### src/rtl/sudoku_cell_pos.sv
// sudoku_cell_pos: raster-order cell index with row, column and 3x3 box, no dividers
module sudoku_cell_pos (
  input  logic       clk,
  input  logic       rst,
  input  logic       clear,
  input  logic       step,
  output logic [6:0] idx,
  output logic [3:0] r,
  output logic [3:0] c,
  output logic [3:0] b
);
  logic [1:0] band, stack, sub_r, sub_c;
  logic wrap;
  assign wrap = c == 4'd8;
  assign b = {1'b0, band, 1'b0} + {2'b0, band} + {2'b0, stack};
  always_ff @(posedge clk or posedge rst)
    if (rst) {idx, r, c, band, stack, sub_r, sub_c} <= '0;
    else if (clear) {idx, r, c, band, stack, sub_r, sub_c} <= '0;
    else if (step) begin
      idx <= idx + 7'd1;
      c <= wrap ? 4'd0 : c + 4'd1;
      r <= wrap ? r + 4'd1 : r;
      sub_c <= sub_c == 2'd2 ? 2'd0 : sub_c + 2'd1;
      stack <= wrap ? 2'd0 : sub_c == 2'd2 ? stack + 2'd1 : stack;
      sub_r <= !wrap ? sub_r : sub_r == 2'd2 ? 2'd0 : sub_r + 2'd1;
      band <= wrap && sub_r == 2'd2 ? band + 2'd1 : band;
    end
endmodule

### config.mk
export PLATFORM = sky130hd
export DESIGN_NAME = sudoku_cell_pos
export DESIGN_NICKNAME = d
export VERILOG_FILES = /design/src/rtl/sudoku_cell_pos.sv
export SDC_FILE = /design/constraint.sdc
export NUM_CORES = 1
export LEC_CHECK = 0
export BUFFER_PORTS_ARGS = -buffer_cell sky130_fd_sc_hd__buf_2
export CAP_MARGIN = 10
export CELL_PAD_IN_SITES_DETAIL_PLACEMENT = 1
export CELL_PAD_IN_SITES_GLOBAL_PLACEMENT = 1
export CORE_MARGIN = 10
export CORE_UTILIZATION = 38
export DETAILED_ROUTE_END_ITERATION = 7
export GPL_ROUTABILITY_DRIVEN = 0
export PLACE_DENSITY = 0.85
export SETUP_SLACK_MARGIN = 0.3
export SYNTH_ARGS = -nofsm -noshare
export SYNTH_HDL_FRONTEND = slang
export SYNTH_SLANG_ARGS = --single-unit
export TNS_END_PERCENT = 5
### constraint.sdc
create_clock -name clk -period 1.5 [get_ports clk]
set_input_delay 0 -clock clk [delete_from_list [all_inputs] [get_ports clk]]
set_output_delay 0 -clock clk [all_outputs]
set_load 0.03 [all_outputs]
==> results of run 1 <==
==> per-stage QoR <==
stage	hold WS (ps)	total power, uW	TNS (ps)	setup slack (ps)
3_3_place_gp	49.1	796	-501	-275
4_1_cts	72.0	1100	-1490	-674
3_5_place_dp	63.9	805	-881	-353
6_report	85.5	1090	-1380	-647
5_1_grt	106	1160	-1850	-716
2_1_floorplan	1.92	756	-1240	-187
==> registers in the layout (all words and copies together) (netlist names) <==
signal / count
band: 2
c: 4
idx: 7
r: 4
stack: 2
sub_c: 2
sub_r: 2
==> worst min-delay path: cells and delay by family <==
kind / cells / cell delay [ps]
and+or+nand+nor: 1 / 100
buffers and inverters: 1 / 190
AOI/OAI and AO/OA: 1 / 70
==> layout by cell type, fill, tap and decap left out, types with 3 or more instances in the layout <==
cell type                  instances
sky130_fd_sc_hd__a21oi_1           7
sky130_fd_sc_hd__buf_4            12
sky130_fd_sc_hd__ha_1              3
sky130_fd_sc_hd__ha_4              3
sky130_fd_sc_hd__buf_6             5
sky130_fd_sc_hd__clkbuf_4          3
sky130_fd_sc_hd__nand2b_1          6
sky130_fd_sc_hd__nand3_1           3
sky130_fd_sc_hd__nor2_1           13
sky130_fd_sc_hd__buf_2            18
sky130_fd_sc_hd__o21ai_0           6
sky130_fd_sc_hd__or3_1             5
sky130_fd_sc_hd__xor2_1            4
sky130_fd_sc_hd__dfrtp_1          23
sky130_fd_sc_hd__mux2i_1           6
sky130_fd_sc_hd__nand2_1          10
sky130_fd_sc_hd__inv_1             5
sky130_fd_sc_hd__inv_2             4
==> repair_timing <==
item,4_1_cts,5_1_grt
endpoints found under the hold margin,23,0
pin swaps,12,6
gates resized for setup,20,5
endpoints found under the setup margin,19,20
cloned,0,0
hold buffers,1,0
==> report_power, final <==
part	total (uW)	switching [uW]	internal [uW]
Combinational	156	93.4	62.2
Clock	284	180	104
Sequential	650	15.7	634
==> logic make-up after synthesis <==
logic type	count (synthesis)
AO/OA/AOI/OAI	19
multiplexers	8
XOR/XNOR	5
adder cells (fa/ha/maj)	9
buffers and inverters	15
flip-flops	23
AND/OR/NAND/NOR	49
==> final timing paths <==
check,start,end,cells after the start
hold / removal,step,stack[0]$_DFFE_PP0P_,3
max in group asynchronous,rst,sub_c[0]$_DFFE_PP0P_,4
setup reg to reg,c[0]$_DFFE_PP0P_,band[0]$_DFFE_PP0P_,5
hold reg to reg,sub_r[1]$_DFFE_PP0P_,sub_r[1]$_DFFE_PP0P_,2
setup / recovery,band[0]$_DFFE_PP0P_,b[2],6
min in group asynchronous,rst,idx[6]$_DFFE_PP0P_,4
==> final cells by class <==
type / count / area, um2
fill: 375 / 1650
multi-input combinational: 90 / 693
sequential: 23 / 576
timing repair buffer: 36 / 246
tap: 46 / 57.6
inverter: 9 / 33.8
clock buffer: 4 / 26.3
==> routing by layer <==
layer  part of all wire (%)  up-vias
met5                      0        -
met4                   0.39        0
met3                    3.8        2
met2                     57       19
met1                     38      540
li1                       -      496
==> impl_results.rst, run 1 <==
.. list-table::
   :header-rows: 1

   * - Metric
     - Value
   * - Number of flops mapped to enable cells by yosys
     - 0
   * - Dominant cell type by area after synthesis
     - sky130_fd_sc_hd__dfrtp_1
   * - CTS Sinks
     - 23
   * - Required time at the worst-slack endpoint
     - 1500 ps
   * - Vias in the first global route
     - approximately 1200
   * - Final setup skew
     - 5.41 ps
   * - Number of nets at the end of the flow
     - ~180
   * - Overall track demand over capacity in global routing
     - between 10 and 15%
   * - Deepest clock path buffer count
     - 2
   * - Met3 usage
     - under 10%
   * - Crit path launch type
     - register
   * - Cell chain of the critical path
     - fa_1, ha_4, inv_2, fa_1, inv_2, buf_6
   * - Routed Wire Length
     - between 3 and 4 mm
   * - Post-layout worst setup margin
     - -647 ps
   * - Number of I/O port buffers
     - 22
   * - Arrival time reported for the critical path endpoint
     - 2150 ps
   * - Crit path kind
     - reg -> out
   * - Relative slew margins
     - 68.3%
   * - Clk Tree Root Cell
     - sky130_fd_sc_hd__clkbuf_4
   * - Sequential fraction of the synthesis area
     - around 45%
   * - Slack of the worst reg-to-reg path
     - 0 ps
   * - Global-route layer with the greatest usage
     - met2
   * - Stage delay of the slowest cell on the critical path
     - 600 ps
   * - Number of failing setup endpoints in the final timing report
     - 4
   * - Ratio of cells with drive above 1 in the final layout
     - 32.7%
   * - Worst Path Max Fanout
     - 2
   * - Synth Net Count
     - approximately 140
   * - Fraction of met2 tracks used by global routing
     - a little over a fifth
   * - Via count
     - between 1000 and 1500
   * - Worst IR drop on VDD
     - ~0.4 mV
   * - Count of cell types in the netlist
     - 28
   * - Crit end category
     - output pin
   * - Wire length of the first global-routing pass
     - between 5 and 6 mm
   * - Commonest cells in the netlist
     - sky130_fd_sc_hd__dfrtp_1, sky130_fd_sc_hd__nor2_1, sky130_fd_sc_hd__nand2_1
   * - Placed wire-length estimate after detailed placement
     - 2.39 mm
   * - Vert. Die Dim
     - between 70 and 80 um
   * - XOR/XNOR Fraction of Synth Area
     - about 3.4%
   * - Complex-gate fraction of the synthesized area
     - 7.82%
   * - Leakage power of the design
     - slightly below 0.0008 uW
   * - Clock slew at the register clock pins of the worst setup and hold paths
     - between 100 and 150 ps
   * - Placement-stage cell area
     - roughly 1500 um2
   * - First-pass iteration count of the detailed router
     - 5
   * - Power density over cell area
     - between 600 and 700 nW/um2
   * - Combinational family with the most area after synthesis
     - simple AND/OR/NAND/NOR gates
   * - Post-synthesis average cell area
     - around 10 um2
   * - Violated checks
     - negative setup slack
   * - Number of primary I/O pins
     - 23
   * - Core region area
     - 3280 um2
   * - Placed insts
     - roughly 200
   * - Std cell rows
     - 21
   * - Horizontal extent of the die
     - 78.0 um
   * - WL/cell
     - between 10 and 15 um
   * - Post-synth ARST share
     - 100%
   * - Simple-gate share of the synthesized area
     - between 20% and 30%
   * - CTS tree
     - yes
   * - Number of cells produced by synthesis
     - about 130
   * - Source-to-sink clock delay at the later pin of the worst-skew pair
     - 300 ps
   * - Area fraction of the dominant cell type after synthesis
     - 45.0%
   * - Aggregate global routing overflow
     - 0
   * - Max-cap violations
     - 0
   * - Post-CTS repair timing setup buffer count
     - 0
   * - Largest net degree at the start of global routing
     - 28
   * - Peak clock frequency supported by timing
     - 0.466 GHz
   * - Proportion of synthesized area in mux cells
     - under 10%
   * - Critical-path top delay cell
     - sky130_fd_sc_hd__fa_1
   * - Unrepaired setup endpoints after global routing
     - true
   * - Cell with the most instances after synthesis
     - sky130_fd_sc_hd__dfrtp_1
   * - Slew at the pin closest to its max-slew limit
     - 476 ps
   * - Time the final worst path needs with I/O delays and setup
     - approximately 2100 ps
   * - Antenna violations before repair
     - 0
   * - Main flop type after synthesis
     - sky130_fd_sc_hd__dfrtp_1
   * - Antenna diode count
     - 0
   * - Period utilization
     - 143%
   * - Slew Viols, Final
     - 0
   * - TritonCTS Buffers
     - 3
   * - Per-cell via count in the routed design
     - ~5
   * - Yosys warnings
     - 0
   * - Syn-to-layout area delta
     - 27.6%
   * - Residual DRC
     - 0
   * - GR Util met1
     - 10.9%
   * - Buffers and inverters on the worst path
     - 3
   * - Largest cells by area after synthesis
     - sky130_fd_sc_hd__dfrtp_1, sky130_fd_sc_hd__ha_1, sky130_fd_sc_hd__mux2i_1
   * - Initial cell density of the core
     - between 30% and 40%
   * - Family with the most delay on the worst path
     - adder cells
   * - Hold WC Path Type
     - in -> reg
   * - ANT nets after route
     - 0
   * - Hold violation count in the final report
     - 0
   * - Depth of the CTS H-tree
     - 1
   * - Status
     - complete, but fails checks
   * - Number of register bits inferred by synthesis
     - 23
   * - Count of placed standard cells in the final layout, fillers left out
     - between 200 and 250
   * - Post-synthesis cell area
     - roughly 1300 um2
   * - Die Area
     - a little over 6000 um2
   * - Adder and majority cell fraction of the synthesized area
     - under 10%
   * - Post-route design area
     - about 1600 um2
   * - Number of violations reported at the end of detailed-routing iteration 0
     - 32
   * - Share of the core filled with cells
     - between 40% and 50%
(Power assumes the default switching activity.)
==> run 2, diff against run 1 <==
clock period = 1.95 ns   (was 1.5 ns; I/O delays follow)
==> impl_results.rst, run 2 (same netlist as run 1, synthesis figures left out) <==
.. list-table::
   :header-rows: 1

   * - Metric
     - Value
   * - Clk Tree Root Cell
     - sky130_fd_sc_hd__clkbuf_4 (unchanged)
   * - ANT nets after route
     - 0 (unchanged)
   * - Violated checks
     - negative setup slack (unchanged)
   * - Status
     - complete, but fails checks (unchanged)
   * - Largest reg by FF count
     - idx (unchanged)
   * - Aggregate global routing overflow
     - 0 (unchanged)
   * - Post-layout worst setup margin
     - -172 ps (was -647 ps)
   * - Combinational share of power
     - 12.4% (was 14.3%)
   * - Switching pwr
     - 225 uW (was 289 uW)
   * - Arrival time reported for the critical path endpoint
     - 2120 ps (was 2150 ps)
   * - Worst R2R End
     - band[0]$_DFFE_PP0P_ (unchanged)
   * - Clock Power Share
     - 26.9% (was 26.1%)
   * - Unrepaired setup endpoints after global routing
     - true (unchanged)
   * - Number of primary I/O pins
     - 23 (unchanged)
   * - Core region area
     - 3280 um2 (unchanged)
   * - WL/cell
     - 15.3 um (was 14.9 um)
   * - Hold slack
     - 137 ps (was 85.5 ps)
   * - Ratio of cells with drive above 1 in the final layout
     - 28.3% (was 32.7%)
   * - Leading cell type in the layout, fill and taps excluded
     - sky130_fd_sc_hd__dfrtp_1 (unchanged)
   * - Peak clock frequency supported by timing
     - 0.471 GHz
   * - CP Launch Point
     - stack[1]$_DFFE_PP0P_ (was band[0]$_DFFE_PP0P_)
   * - Std cell rows
     - 21 (unchanged)
   * - Per-cell via count in the routed design
     - 4.84 (was 5.08)
   * - RR Startpoint
     - c[0]$_DFFE_PP0P_ (unchanged)
   * - Final Total Pwr
     - 830 uW (was 1090 uW)
   * - Die Area
     - 6090 um2 (unchanged)
   * - Antenna violations before repair
     - 0 (unchanged)
   * - Required time at the worst-slack endpoint
     - 1950 ps (was 1500 ps)
   * - Power density over cell area
     - 542 nW/um2 (was 667 nW/um2)
   * - Antenna diode count
     - 0 (unchanged)
   * - Source-to-sink clock delay at the later pin of the worst-skew pair
     - 310 ps (was 300 ps)
   * - Horizontal extent of the die
     - 78.0 um (unchanged)
   * - Number of I/O port buffers
     - 22 (unchanged)
   * - Number of nets at the end of the flow
     - 166 (was 176)
   * - Registers with the highest flip-flop counts
     - idx x7, c x4, r x4 (unchanged)
   * - Commonest cells after routing, fill and taps aside
     - sky130_fd_sc_hd__dfrtp_1, sky130_fd_sc_hd__buf_2, sky130_fd_sc_hd__nor2_1 (unchanged)
   * - Worst Path Max Fanout
     - 2 (unchanged)
   * - Crit path launch type
     - register (unchanged)
   * - Hold violation count in the final report
     - 0 (unchanged)
   * - CTS Sinks
     - 23 (unchanged)
   * - Hold WC Path Type
     - in -> reg (unchanged)
   * - Crit end category
     - output pin (unchanged)
   * - TritonCTS Buffers
     - 3 (unchanged)
   * - Clock slew at the register clock pins of the worst setup and hold paths
     - 130 ps (was 120 ps)
   * - Syn-to-layout area delta
     - 19.6% (was 27.6%)
   * - Largest net degree at the start of global routing
     - 28 (unchanged)
   * - Vert. Die Dim
     - 78.0 um (unchanged)
   * - Initial cell density of the core
     - 39.0% (unchanged)
   * - Slew at the pin closest to its max-slew limit
     - 903 ps (was 476 ps)
   * - Number of failing setup endpoints in the final timing report
     - 2 (was 4)
   * - Max-cap violations
     - 0 (unchanged)
   * - Routed Wire Length
     - 3.04 mm (was 3.10 mm)
   * - Wire length of the first global-routing pass
     - 5.02 mm (was 5.38 mm)
   * - Leakage power of the design
     - 0.000741 uW (was 0.000783 uW)
   * - Period utilization
     - 109%
   * - Depth of the CTS H-tree
     - 1 (unchanged)
   * - Number of flip-flops under the largest register name
     - 7 (unchanged)
   * - Slew Viols, Final
     - 0 (unchanged)
   * - Overall track demand over capacity in global routing
     - 9.89% (was 10.7%)
   * - Placement-stage cell area
     - 1420 um2 (was 1510 um2)
   * - Sequential fraction of design power
     - 60.8% (was 59.7%)
   * - Residual DRC
     - 0 (unchanged)
   * - Proportion of total power due to net switching
     - 27.1% (was 26.6%)
   * - Relative slew margins
     - 39.7% (was 68.3%)
   * - Deepest clock path buffer count
     - 2 (unchanged)
   * - Cell-internal power
     - 605 uW (was 800 uW)
   * - First-pass iteration count of the detailed router
     - 2 (was 5)
   * - Slack of the worst reg-to-reg path
     - 290 ps (was 0 ps)
   * - CP endpoint
     - b[2] (unchanged)
   * - Final setup skew
     - 8.09 ps (was 5.41 ps)
   * - Depth of the most critical reg-to-reg path
     - 5 (unchanged)
   * - CTS tree
     - yes (unchanged)
   * - Setup total negative slack
     - -236 ps (was -1380 ps)
   * - Post-route design area
     - 1530 um2 (was 1630 um2)
   * - Vias in the first global route
     - 1050 (was 1177)
   * - Placed wire-length estimate after detailed placement
     - 2.16 mm (was 2.39 mm)
   * - Crit path kind
     - reg -> out (unchanged)
   * - Number of violations reported at the end of detailed-routing iteration 0
     - 44 (was 32)
   * - Via count
     - 958 (was 1057)
   * - Worst IR drop on VDD
     - 0.251 mV (was 0.402 mV)
   * - Time the final worst path needs with I/O delays and setup
     - 2120 ps
## run 2: changes by cell type in the layout (fill, tap and decap cells not counted), moves of 2 or more
| cell | previous run | this run |
|---|---|---|
| sky130_fd_sc_hd__o21ai_0 | 6 | 8 |
| sky130_fd_sc_hd__dfrtp_2 | 0 | 2 |
| sky130_fd_sc_hd__dfrtp_1 | 23 | 21 |
| sky130_fd_sc_hd__o21ai_1 | 2 | 0 |
| sky130_fd_sc_hd__ha_4 | 3 | 1 |
| sky130_fd_sc_hd__ha_1 | 3 | 6 |
| sky130_fd_sc_hd__buf_4 | 12 | 3 |
| sky130_fd_sc_hd__buf_6 | 5 | 3 |
## run 2: cell type report
type | count | area (um2)
inverters | 9 | 33.8
flip-flops and latches | 23 | 578
clock buffers | 4 | 26.3
repair buffers | 26 | 161
fillers | 385 | 1750
well taps | 46 | 57.6
multi-input cells | 90 | 674
## run 2: routing by layer
layer / global-route usage, % / wire length [um] / vias to the layer above
met5: 0 / 0 / -
li1: - / - / 475
met1: 11.6 / 1330 / 468
met2: 17.4 / 1570 / 13
met3: 2.28 / 108 / 2
met4: 3.23 / 19 / 0
## run 2: worst min path at each step
stage,startpoint,end,slack [ps],cells past startpoint
6_report,clear,idx[2]$_DFFE_PP0P_,140,2
3_3_place_gp,rst,r[0]$_DFFE_PP0P_,210,2
3_5_place_dp,rst,idx[5]$_DFFE_PP0P_,250,2
5_1_grt,clear,sub_c[0]$_DFFE_PP0P_,150,2
2_1_floorplan,rst,band[0]$_DFFE_PP0P_,2,1
4_1_cts,clear,idx[2]$_DFFE_PP0P_,120,2
## run 2: worst max-delay path, stage by stage, from the launching register on
cell                      delay [ps]
sky130_fd_sc_hd__dfrtp_1         420
sky130_fd_sc_hd__fa_1            540
sky130_fd_sc_hd__ha_1            140
sky130_fd_sc_hd__inv_1            50
sky130_fd_sc_hd__fa_1            500
sky130_fd_sc_hd__inv_2            40
sky130_fd_sc_hd__buf_6           130
## run 2: metrics by stage
step	utilization, %	instances	setup WS (ps)
global placement	43.3	191	151
finish	46.6	198	-172
floorplan	-	128	263
global route	46.6	198	-293
CTS	46.1	198	-203
detailed placement	43.3	191	92.9
## run 2: repair_timing
action,4_1_cts,5_1_grt
buffers inserted,2,0
hold buffers,1,0
endpoints found under the hold margin,23,0
pin swaps,3,5
resized for setup,13,5
setup endpoints to repair,7,6
## run 2: power by group through the flow
stage	Combinational [uW]	Sequential [uW]	Clock (uW)
detailed placement	96.6	513	0
CTS	104	504	234
global placement	90.7	510	0
floorplan	57.6	524	0
global route	115	508	258
finish	103	505	223
